--- config.mk ---
export PLATFORM = sky130hd
export DESIGN_NAME = demux_1to4_tdm
export DESIGN_NICKNAME = d
export VERILOG_FILES = /design/src/rtl/demux_1to4_tdm.sv
export SDC_FILE = /design/constraint.sdc
export NUM_CORES = 1
export LEC_CHECK = 0
export BUFFER_PORTS_ARGS = -buffer_cell sky130_fd_sc_hd__buf_2
export CAP_MARGIN = 0
export CORE_AREA = 2 2 39 41
export CTS_CLUSTER_SIZE = 8
export DETAILED_ROUTE_END_ITERATION = 8
export DIE_AREA = 0 0 41 43
export GPL_TIMING_DRIVEN = 0
export HOLD_SLACK_MARGIN = 0.03
export PLACE_DENSITY = 0.65
export SYNTH_ARGS = -nofsm -noshare
export SYNTH_HDL_FRONTEND = slang
export SYNTH_SLANG_ARGS = --single-unit
--- constraint.sdc ---
create_clock -name clk -period 3.1 [get_ports clk]
set_clock_uncertainty 0.2 [all_clocks]
set_input_delay 0.93 -clock clk [delete_from_list [all_inputs] [get_ports clk]]
set_output_delay 0.93 -clock clk [all_outputs]
set_load 0.01 [all_outputs]
--- src/rtl/demux_1to4_tdm.sv ---
`default_nettype none
// ============================================================================
// Module   : demux_1to4_tdm
// Purpose  : Receive-side 1:4 TDM demultiplexer. Locks to the slot-0 sync
//            marker and presents each complete 4-slot frame as four
//            registered lane words with a one-cycle out_valid pulse.
// Options  : DEMUX_SYNC_CHECK_EN - when defined, a missing sync at slot 0
//            while locked flags frame_err and drops back to hunting.
// Revision : 1.0 - initial release
// ============================================================================
module demux_1to4_tdm #(
    parameter int WIDTH = 1
) (
    input  logic             clk,
    input  logic             reset,
    input  logic [WIDTH-1:0] in,
    input  logic             in_valid,
    input  logic             sync,
    output logic [WIDTH-1:0] out0,
    output logic [WIDTH-1:0] out1,
    output logic [WIDTH-1:0] out2,
    output logic [WIDTH-1:0] out3,
    output logic             out_valid,
    output logic             frame_err,
    output logic             locked
);

    typedef enum logic [0:0] {
        HUNT   = 1'b0,
        LOCKED = 1'b1
    } state_t;

    state_t           state_q, state_d;
    logic [1:0]       slot_q, slot_d;
    logic [WIDTH-1:0] sh0_q, sh0_d;
    logic [WIDTH-1:0] sh1_q, sh1_d;
    logic [WIDTH-1:0] sh2_q, sh2_d;
    logic [WIDTH-1:0] out0_q, out0_d;
    logic [WIDTH-1:0] out1_q, out1_d;
    logic [WIDTH-1:0] out2_q, out2_d;
    logic [WIDTH-1:0] out3_q, out3_d;
    logic             out_valid_q, out_valid_d;
    logic             frame_err_q, frame_err_d;

    always_comb begin
        state_d     = state_q;
        slot_d      = slot_q;
        sh0_d       = sh0_q;
        sh1_d       = sh1_q;
        sh2_d       = sh2_q;
        out0_d      = out0_q;
        out1_d      = out1_q;
        out2_d      = out2_q;
        out3_d      = out3_q;
        out_valid_d = 1'b0;
        frame_err_d = 1'b0;

        if (in_valid) begin
            case (state_q)
                HUNT: begin
                    if (sync) begin
                        sh0_d   = in;
                        slot_d  = 2'd1;
                        state_d = LOCKED;
                    end
                end
                LOCKED: begin
                    if (sync) begin
                        // A sync anywhere but slot 0 abandons the partial frame
                        frame_err_d = (slot_q != 2'd0);
                        sh0_d       = in;
                        slot_d      = 2'd1;
                    end else if (slot_q == 2'd0) begin
`ifdef DEMUX_SYNC_CHECK_EN
                        frame_err_d = 1'b1;
                        state_d     = HUNT;
                        slot_d      = 2'd0;
`else
                        sh0_d       = in;
                        slot_d      = 2'd1;
`endif
                    end else begin
                        case (slot_q)
                            2'd1: begin
                                sh1_d  = in;
                                slot_d = 2'd2;
                            end
                            2'd2: begin
                                sh2_d  = in;
                                slot_d = 2'd3;
                            end
                            default: begin
                                out0_d      = sh0_q;
                                out1_d      = sh1_q;
                                out2_d      = sh2_q;
                                out3_d      = in;
                                out_valid_d = 1'b1;
                                slot_d      = 2'd0;
                            end
                        endcase
                    end
                end
                default: state_d = HUNT;
            endcase
        end
    end

    always_ff @(posedge clk) begin
        if (reset) begin
            state_q     <= HUNT;
            slot_q      <= 2'd0;
            sh0_q       <= '0;
            sh1_q       <= '0;
            sh2_q       <= '0;
            out0_q      <= '0;
            out1_q      <= '0;
            out2_q      <= '0;
            out3_q      <= '0;
            out_valid_q <= 1'b0;
            frame_err_q <= 1'b0;
        end else begin
            state_q     <= state_d;
            slot_q      <= slot_d;
            sh0_q       <= sh0_d;
            sh1_q       <= sh1_d;
            sh2_q       <= sh2_d;
            out0_q      <= out0_d;
            out1_q      <= out1_d;
            out2_q      <= out2_d;
            out3_q      <= out3_d;
            out_valid_q <= out_valid_d;
            frame_err_q <= frame_err_d;
        end
    end

    assign out0      = out0_q;
    assign out1      = out1_q;
    assign out2      = out2_q;
    assign out3      = out3_q;
    assign out_valid = out_valid_q;
    assign frame_err = frame_err_q;
    assign locked    = (state_q == LOCKED);

endmodule
`default_nettype wire

Word-level counts from Yosys, hierarchy flattened:

Index checks and enable logic that the tools add are counted.

* bits in registers: 12
* input bits: 5
* output and inout bits: 7
* word-level logic and storage cells: 42

* equal/unequal tests: 4
* muxes and demuxes: 12
* bitwise operators: 5
* reduce and logical (&&, ||, !) cells: 10

Operators by type and width (number)
* AND reduction 5 bit: 3
* one-hot mux 2 bit (2 select lines): 2
* 2-to-1 mux 1 bit: 6
* 2-to-1 mux 2 bit: 3
* NOT 1 bit: 5
* OR reduction 5 bit: 1
* OR reduction 4 bit: 1
* inequality test 3 x 2 -> 1 bit (second input constant): 1
* AND reduction 3 bit: 1
* == test 2 x 1 -> 1 bit (second input constant): 1
* == test 2 bit (second input constant): 1
* zero test 2 bit: 1
* inequality test 2 bit (second input constant): 1
* one-hot mux 1 bit (2 select lines): 1
* AND reduction 2 bit: 1
* nonzero test 2 bit: 1
* OR reduction 2 bit: 1

Logic depth before layout (Yosys ltp):

Gate-level depths: netlist of the first run.

* depth in word-level cells: 5
* gate-level depth with buffers: 5

Least setup slack after synthesis of the first run:

No wires, ideal clock.

* path kind: input to register
* start point: in sync
* end point: reg sh1_q
* setup time: 0.072 ns
* arrival: 1.465 ns
* setup slack: 1.364 ns
* stages: 3
* path buffers: 0
* cell sequence: nand3b_4 > nor3b_2 > mux2i_1

* longest elaborated chain between the ends: 2

Ends and longest elaborated chain
* from (decl): RTL line 18 `input logic sync,`
* NOT 1 bit (no line)
* AND reduction 5 bit (no line)
* to (signal assigned): RTL line 113 `sh1_q <= '0;`
* to (signal assigned): RTL line 125 `sh1_q <= sh1_d;`
* to (decl): RTL line 36 `logic [WIDTH-1:0] sh1_q, sh1_d;`

No other way between the ends.
A chain may end at the register's enable or synchronous reset.

Final worst setup path of the first run:

* start point: reg state_q (netlist: locked)
* end point: out locked

RTL lines
* from (decl): RTL line 33 `state_t state_q, state_d;`
* from (signal assigned): RTL line 122 `state_q <= state_d;`
* to (decl): RTL line 25 `output logic locked`

No word-level cell between the ends.

==> results of run 1 <==
[cells in the final DEF, fill, tap and decap left out, drive strengths merged, types with 2 or more instances in the layout]
cell type,n
a21oi,2
buf,11
clkbuf,5
dfxtp,12
ha,5
inv,4
mux2i,3
nand2b,3
nand3b,4
nand4b,2
nor2,5
nor3b,2
o21ai,5
[synth_stat cells (all sizes together)]
library cell and instances:
inv 4, nor4 1, ha 5, o21ai 5
o31ai 1, nor2 5, dfxtp 12, clkbuf 1
nand3b 4, mux2i 3, nand2b 3, nor2b 1
a211oi 1, nand4b 2, a21oi 2, nor3b 2
a2bb2oi 1
[cells by family after synthesis]
logic type / after synthesis
AOI/OAI and AO/OA: 10
adders and majority gates: 5
buffers and inverters: 5
DFF: 12
muxes: 3
and+or+nand+nor: 18
[cell type report]
| type | count | area [um2] |
|---|---|---|
| plain buffers | 1 | 3.75 |
| clock buffers | 4 | 36.3 |
| fillers | 147 | 721 |
| inverters | 4 | 15.0 |
| multi-input cells | 36 | 293 |
| flip-flops and latches | 12 | 240 |
| well taps | 16 | 20.0 |
| repair buffers | 11 | 55.1 |
[sequential cells by signal, summed over array words and instances, names as in the netlist]
name	cells
frame_err	1
locked	1
out0	1
out1	1
out2	1
out3	1
out_valid	1
sh0_q	1
sh1_q	1
sh2_q	1
slot_q	2
[worst min-delay path: stages (launching register included)]
cell      delay (ns)
dfxtp_1         0.31
nand3b_1        0.07
o21ai_1         0.05
[layer usage]
layer	vias up	wire length, um	share of wire (%)	GRT usage, %
met1	184	437	47	13.9
li1	216	-	-	-
met5	-	0	0	0
met3	2	29	3.1	3.14
met2	7	448	48	19.7
met4	0	12	1.3	10.0
[where the power goes]
part | total [mW] | switching (mW) | internal [mW]
clock | 0.121 | 0.0501 | 0.0713
combinational | 0.0253 | 0.0140 | 0.0112
sequential | 0.161 | 0.00350 | 0.157
[metrics by stage]
step                power, mW  hold WS, ns  utilization [%]
floorplan               0.180        0.249                -
global placement        0.189        0.260             45.3
detailed placement      0.190        0.264             45.3
CTS                     0.311        0.277             47.9
global route            0.323        0.303             47.9
finish                  0.307        0.278             47.9
[worst min-delay path by stage]
| stage | from | end | slack, ns |
|---|---|---|---|
| floorplan | sh2_q | out2 | 0.25 |
| global placement | out2 | out2 | 0.26 |
| detailed placement | out2 | out2 | 0.26 |
| CTS | out2 | out2 | 0.28 |
| global route | out2 | out2 | 0.30 |
| finish | out2 | out2 | 0.28 |
==> results.py, run 1 <==
metrics = {
    "clock_tree": {
        "cts_root_buf": "clkbuf_4",
        "clk_latency_ns": 0.27,
        "cts_setup_buffers": 0,
        "cts_tree": "built",
        "cts_hold_buf": 0,
        "cts_buffer_depth": 2,
        "htreeDepth": 1,
        "cts.reportedPaths.clkPinSlew_ns": 0.08,
        "cts_resized": 0,
        "clock-sinks": 12,
        "cts_buffers": 3,
    },
    "worst_setup_path": {
        "worst-path-buf-inv": 1,
        "end_kind": "primary output",
        "crit_arrival_ns": 0.96,
        "endpoint": "locked",
        "crit_start": "locked",
        "crit_path_start_kind": "flop",
        "cp_slowest_cell": "dfxtp_1",
        "critical_path.cell_chain": "buf_2",
        "r2r_start": "slot_q[0]",
        "worst_r2r_endpoint": "sh0_q",
        "cp.required_ns": 1.97,
        "crit_fanout": 7,
        "crit_path_max_incr_delay_ns": 0.50,
        "critPathTopFamily": "flip-flops",
        "crit_type": "reg -> out",
        "reg2reg_depth": 5,
        "r2r_setup_slack_ns": 1.72,
        "cp.depth": 1,
    },
    "worst_hold_path": {
        "worstHoldPathCells": 2,
        "worstHoldPathType": "reg -> reg",
    },
    "route": {
        "drt-vias-per-instance": 4.87,
        "detail-route-antenna-nets": 0,
        "drt_iter0_drc": 4,
        "dr.pass1.iters": 2,
        "vias": 409,
        "post_drt_wl_per_cell_um": 11.0,
        "drt_drc_violations_left": 0,
        "wirelength_um": 927,
    },
    "synthesis": {
        "synthAdderAreaFrac_pct": 11.3,
        "synthCells": 53,
        "synth_area_um2": 552,
        "synth_compound_area_share_pct": 10.7,
        "syn_area_per_cell_um2": 10.4,
        "ys_warn_count": 0,
        "ys_seq_area_share_pct": 43.5,
        "synth.top_cell.area_share_pct": 43.5,
        "synth.largest_area_cell": "dfxtp_1",
        "muxShareOfSynthArea_pct": 5.44,
        "synth_seq_cells": 12,
        "synth_xor_xnor_area_share_pct": 0,
        "ys_types": 20,
        "synthSimpleGateAreaFrac_pct": 25.6,
        "synthTopCellsByArea": "dfxtp_1 (44%), ha_1 (11%), mux2i_1 (5.4%), nor3b_2 (4.5%), nand3b_1 (4.1%)",
        "syn-num-nets": 63,
        "synth_top_family_by_area": "simple AND/OR/NAND/NOR gates",
    },
    "floorplanning": {
        "pin_count": 12,
        "start_util_pct": 39.9,
        "core_mm2": 0.00138,
        "die_x_um": 41,
        "row_count": 14,
        "dieArea_mm2": 0.00176,
        "fp.dieH_um": 43,
    },
    "timing": {
        "rsz0062_at_grt": "no",
        "timing.slew.headroom_pct": 74.2,
        "finalHoldViolations": 0,
        "worst_pin_slew_ns": 0.386,
        "fin_crit_ns": 2.09,
        "drv_slew": 0,
        "worst_slack_ns": 1.01,
        "fmax_mhz": 479,
        "setup-tns-final_ns": 0,
        "fin_crit_sh_pct": 67.4,
        "final-setup-viol-count": 0,
    },
    "grt": {
        "grt_max_degree": 11,
        "grtUsageTotal_pct": 12.8,
        "grt_pass1_wl_mm": 1.47,
        "antenna_found_initial": 0,
        "globalRoute.totalOverflow": 0,
        "grt_pass1_vias": 374,
    },
    "layout": {
        "fin_area_um2": 663,
        "area.growth.synth_to_final_pct": 20.2,
        "final_nets": 79,
        "fin_cells": 84,
        "drive_above_1_share_pct": 27.9,
        "n_antenna_cell": 0,
    },
    "power_and_ir_drop": {
        "p_leak_nw": 0.300,
        "p_per_area_mw_per_mm2": 463,
        "ir_worst_vdd_uv": 241,
    },
    "run_status": {
        "status": "complete, no violations",
    },
    "placement": {
        "placed_area_um2": 627,
        "port_buffers": 11,
        "dp_cells": 80,
        "pre_cts_slack_ns": 1.11,
        "dp_hpwl_um": 676,
        "gp_congestion": 0.687,
    },
    "flow_run": {
        "maxCapViolCount": 0,
    },
}
No activity file was read; power rests on OpenSTA's default activity.
==> run 2: changes to the inputs <==
Settings changed: PLACE_DENSITY 0.65 to 0.67.
Clock period 3.1 ns to 1.8 ns, I/O delays scaled along.
==> results.py, run 2 (synthesis results as in run 1) <==
metrics = {
    "run_status": {
        "status": "complete, no violations",
    },
    "timing": {
        "worst_pin_slew_ns": 0.392,
        "drv_slew": 0,
        "fin_crit_ns": 1.70,
        "final-setup-viol-count": 0,
        "finalHoldViolations": 0,
        "rsz0062_at_grt": "no",
        "setup-tns-final_ns": 0,
        "fin_crit_sh_pct": 94.2,
        "timing.slew.headroom_pct": 73.9,
        "fmax_mhz": 590,
    },
    "power_and_ir_drop": {
        "p_sw_share_pct": 23.6,
        "power_frac_comb_pct": 9.1,
        "p_total_mw": 0.481,
        "p_per_area_mw_per_mm2": 740,
        "seq_power_share_pct": 57.4,
        "ir_worst_vdd_uv": 311,
        "pwr-share-clk_pct": 33.5,
        "p_leak_nw": 0.293,
        "intPower_mw": 0.368,
        "p_switching_mw": 0.113,
    },
    "layout": {
        "nFillCells": 149,
        "top_register": "slot_q",
        "final_nets": 79,
        "n_antenna_cell": 0,
        "largest_reg_flops": 2,
        "area.growth.synth_to_final_pct": 17.7,
        "drive_above_1_share_pct": 26.9,
        "fin_cells": 83,
        "layout.cells.most_common": "dfxtp_1",
        "final_cell_mix": "dfxtp_1 (12), buf_2 (11), nor2_1 (5), ha_1 (5)",
    },
    "floorplanning": {
        "fp.dieH_um": 43,
        "die_x_um": 41,
        "core_mm2": 0.00138,
        "row_count": 14,
        "dieArea_mm2": 0.00176,
        "pin_count": 12,
        "start_util_pct": 39.9,
    },
    "route": {
        "top_layer_used": "met4",
        "wirelength_um": 888,
        "wl_met1_um": 446,
        "post_drt_wl_per_cell_um": 10.7,
        "vias": 410,
        "detail-route-antenna-nets": 0,
        "dr.pass1.iters": 4,
        "drt_iter0_drc": 5,
        "detailroute.wirelength.met3_um": 44,
        "met2_length_um": 375,
        "drt-vias-per-instance": 4.94,
        "drt_drc_violations_left": 0,
    },
    "clock_tree": {
        "cts.reportedPaths.clkPinSlew_ns": 0.07,
        "cts_tree": "built",
        "clk_latency_ns": 0.27,
        "cts_buffers": 3,
        "clock-sinks": 12,
        "cts_buffer_depth": 2,
        "cts_resized": 0,
        "cts_root_buf": "clkbuf_4",
        "cts_hold_buf": 0,
        "htreeDepth": 1,
        "cts_setup_buffers": 0,
    },
    "worst_setup_path": {
        "crit_arrival_ns": 0.96,
        "crit_path_max_incr_delay_ns": 0.49,
        "end_kind": "primary output",
        "crit_start": "locked",
        "crit_fanout": 7,
        "cp_slowest_cell": "dfxtp_1",
        "critical_path.cell_chain": "buf_2",
        "crit_type": "reg -> out",
        "critPathTopFamily": "flip-flops",
        "r2r_setup_slack_ns": 0.43,
        "r2r_start": "slot_q[0]",
        "crit_path_start_kind": "flop",
        "cp.required_ns": 1.06,
        "worst-path-buf-inv": 1,
    },
    "placement": {
        "gp_congestion": 0.717,
        "port_buffers": 11,
        "dp_cells": 80,
        "dp_hpwl_um": 643,
    },
    "grt": {
        "globalRoute.totalOverflow": 0,
        "grt_pass1_wl_mm": 1.43,
        "grtUsageTotal_pct": 12.6,
        "grt_max_degree": 11,
        "antenna_found_initial": 0,
        "grt_pass1_vias": 364,
    },
    "flow_run": {
        "maxCapViolCount": 0,
    },
    "worst_hold_path": {
        "worstHoldPathType": "reg -> reg",
        "min-delay-start": "out1",
    },
}
==> run 2: worst register-to-register path: cells and delay by family (launching register included) <==
kind | cells | cell delay [ns]
flip-flops | 1 | 0.36
buffers and inverters | 2 | 0.17
AND/OR/NAND/NOR | 1 | 0.05
AO/OA/AOI/OAI | 1 | 0.16
adder cells (fa/ha/maj) | 1 | 0.32
==> run 2: worst paths after layout <==
kind / end / depth (start not counted)
max: locked / 1
min: out1 / 2
max reg2reg: slot_q[1] / 5
min reg2reg: out1 / 2
==> run 2: stage by stage <==
step           area, um2  worst slack (ns)  hold WS (ns)  utilization [%]
4_1_cts              649             0.109         0.282             46.9
5_1_grt              649            0.0704         0.304             46.9
2_1_floorplan        552             0.454         0.249                -
3_5_place_dp         627             0.219         0.267             45.3
3_3_place_gp         627             0.227         0.262             45.3
6_report             649             0.104         0.278             46.9
==> run 2: final cells by class <==
cell class	count	area, um2	area share, %
well taps	16	20.0	3.08
clock buffers	3	22.5	3.47
inverters	4	15.0	2.31
plain buffers	1	3.75	0.578
flip-flops and latches	12	240	37.0
repair buffers	11	55.1	8.48
multi-input cells	36	293	45.1
==> run 2: power groups by stage <==
| stage | combinational (mW) | clock (mW) | sequential (mW) |
|---|---|---|---|
| 2_1_floorplan | 0.0274 | 0 | 0.282 |
| 3_3_place_gp | 0.0431 | 0 | 0.282 |
| 3_5_place_dp | 0.0443 | 0 | 0.282 |
| 4_1_cts | 0.0444 | 0.162 | 0.276 |
| 5_1_grt | 0.0491 | 0.179 | 0.276 |
| 6_report | 0.0436 | 0.161 | 0.276 |
==> run 2: routing by layer <==
layer  vias to the layer above  GRT usage, %
li1                        213             -
met1                       185          14.8
met2                         9          17.2
met3                         3          6.28
met4                         0          8.00
met5                         -             0
==> run 3: changes to the inputs <==
Settings changed: ABC_AREA set to 1, PLACE_DENSITY 0.67 to 0.68.
==> results.py, run 3 <==
metrics = {
    "timing": {
        "drv_slew": 0,
        "fin_crit_sh_pct": 86.0,
        "rsz0062_at_grt": "no",
        "finalHoldViolations": 0,
        "timing.slew.headroom_pct": 86.7,
        "worst_slack_ns": 0.251,
        "fin_crit_ns": 1.55,
        "fmax_mhz": 646,
        "final-setup-viol-count": 0,
        "worst_pin_slew_ns": 0.198,
        "whs_ns": 0.280,
        "setup-tns-final_ns": 0,
    },
    "layout": {
        "multiInputGateArea_um2": 282,
        "top_register": "slot_q",
        "area.growth.synth_to_final_pct": 17.1,
        "utilization_pct": 48.2,
        "largest_reg_flops": 2,
        "final_nets": 100,
        "drive_above_1_share_pct": 21.6,
        "n_antenna_cell": 0,
        "nFillCells": 144,
        "fin_cells": 104,
        "final_cell_mix": "dfxtp_1 (12), nand2_1 (11), nor2_1 (11), buf_2 (11), inv_1 (10)",
        "layout.cells.most_common": "dfxtp_1",
        "regArea_um2": 240,
    },
    "synthesis": {
        "synthTopCellsByArea": "dfxtp_1 (42%), ha_1 (11%), nand2_1 (7.3%), nor2_1 (7.3%), inv_1 (6.6%)",
        "synth_common_cells": "dfxtp_1 (12), nand2_1 (11), nor2_1 (11)",
        "synthMostInstantiatedCell": "dfxtp_1",
        "synthArstFlopShare_pct": 0,
        "synth_top_flop_cell": "dfxtp_1",
        "synth_edf_count": 0,
        "syn_area_per_cell_um2": 7.69,
        "ys_seq_area_share_pct": 42.2,
        "ys_types": 16,
        "synth_area_um2": 569,
        "synth.largest_area_cell": "dfxtp_1",
        "ys_warn_count": 0,
        "synth_seq_cells": 12,
        "synth.top_cell.area_share_pct": 42.2,
        "synthCells": 74,
        "syn-num-nets": 84,
    },
    "worst_setup_path": {
        "worst-path-buf-inv": 1,
        "end_kind": "primary output",
        "critical_path.cell_chain": "buf_2",
        "cp_slowest_cell": "dfxtp_1",
        "crit_type": "reg -> out",
        "crit_path_max_incr_delay_ns": 0.39,
        "crit_path_start_kind": "flop",
        "crit_arrival_ns": 0.81,
        "cp.required_ns": 1.06,
        "critPathTopFamily": "flip-flops",
        "crit_fanout": 4,
    },
    "route": {
        "drt-vias-per-instance": 4.88,
        "post_drt_wl_per_cell_um": 9.78,
        "dr.pass1.iters": 4,
        "drt_iter0_drc": 5,
        "drt_drc_violations_left": 0,
        "vias": 508,
        "wirelength_mm": 1.02,
        "detail-route-antenna-nets": 0,
    },
    "worst_hold_path": {
        "worstHoldPathType": "reg -> reg",
    },
    "floorplanning": {
        "start_util_pct": 41.1,
        "pin_count": 12,
        "row_count": 14,
        "die_x_um": 41,
        "core_mm2": 0.00138,
        "fp.dieH_um": 43,
        "dieArea_mm2": 0.00176,
    },
    "grt": {
        "globalRoute.totalOverflow": 0,
        "grt_pass1_vias": 415,
        "grt_pass1_wl_mm": 1.70,
        "grt_max_degree": 11,
        "grtUsageTotal_pct": 14.7,
        "antenna_found_initial": 0,
    },
    "clock_tree": {
        "cts_buffer_depth": 2,
        "cts_root_buf": "clkbuf_4",
        "cts_resized": 0,
        "cts_setup_buffers": 0,
        "cts.reportedPaths.clkPinSlew_ns": 0.08,
        "clock-sinks": 12,
        "cts_hold_buf": 0,
        "cts_buffers": 3,
        "cts_tree": "built",
        "htreeDepth": 1,
        "clk_latency_ns": 0.27,
    },
    "placement": {
        "port_buffers": 11,
        "dp_hpwl_um": 783,
        "gp_congestion": 0.818,
        "dp_cells": 101,
        "pre_cts_slack_ns": 0.333,
    },
    "flow_run": {
        "maxCapViolCount": 0,
    },
    "run_status": {
        "status": "complete, no violations",
    },
    "power_and_ir_drop": {
        "p_leak_nw": 0.314,
        "p_per_area_mw_per_mm2": 745,
        "ir_worst_vdd_uv": 476,
    },
}
run 3: cell count changes in the layout (fill, tap and decap cells not counted), sizes merged, moves of 2 or more:
cell	delta
nand2b	-3
mux2i	-3
nand4b	-2
nand2	+12
inv	+8
nor3b	-2
nand4	+6
nand3b	-4
o21ai	-5
nor2	+8
a21oi	+2
nand3	+7
run 3: path summary, 6_finish.rpt:
| path | cells past startpoint | from | end | slack [ns] |
|---|---|---|---|---|
| setup / recovery | 1 | locked | locked | 0.25 |
| hold / removal | 2 | out3 | out3 | 0.28 |
| setup reg to reg | 7 | slot_q[0] | sh1_q | 0.41 |
| hold reg to reg | 2 | out3 | out3 | 0.28 |
run 3: layout make-up:
cell class              count  area share (%)
clock buffers               3            3.38
inverters                  12            7.13
multi-input cells          50            42.2
flip-flops and latches     12            36.0
well taps                  16            3.00
repair buffers             11            8.26
run 3: kinds of logic after synthesis:
kind of cell | Yosys count | share of synthesized area, %
and+or+nand+nor | 40 | 33.4
buffers and inverters | 12 | 8.35
adders and majority gates | 5 | 11.0
AOI/OAI and AO/OA | 4 | 3.52
DFF | 12 | 42.2
xor gates and xnor gates | 1 | 1.54
run 3: layer usage:
metal  part of all wire, %  wire length (um)  vias up  GRT usage, %
met1                    49               497      218          17.9
met3                   6.1                62        2          6.28
li1                      -                 -      269             -
met2                    44               445       19          20.9
met4                   1.1                11        0          8.00
met5                     0                 0        -             0
run 3: where the power goes:
| part | leakage, nW | internal, mW | switching (mW) |
|---|---|---|---|
| sequential | 0.0974 | 0.272 | 0.00542 |
| combinational | 0.203 | 0.0189 | 0.0354 |
| clock | 0.0138 | 0.0774 | 0.0882 |
| total | 0.314 | 0.368 | 0.129 |
run 3: stage by stage:
stage               area, um2  power [mW]
global route              667       0.527
detailed placement        644       0.337
global placement          644       0.336
floorplan                 569       0.319
finish                    667       0.497
CTS                       667       0.500
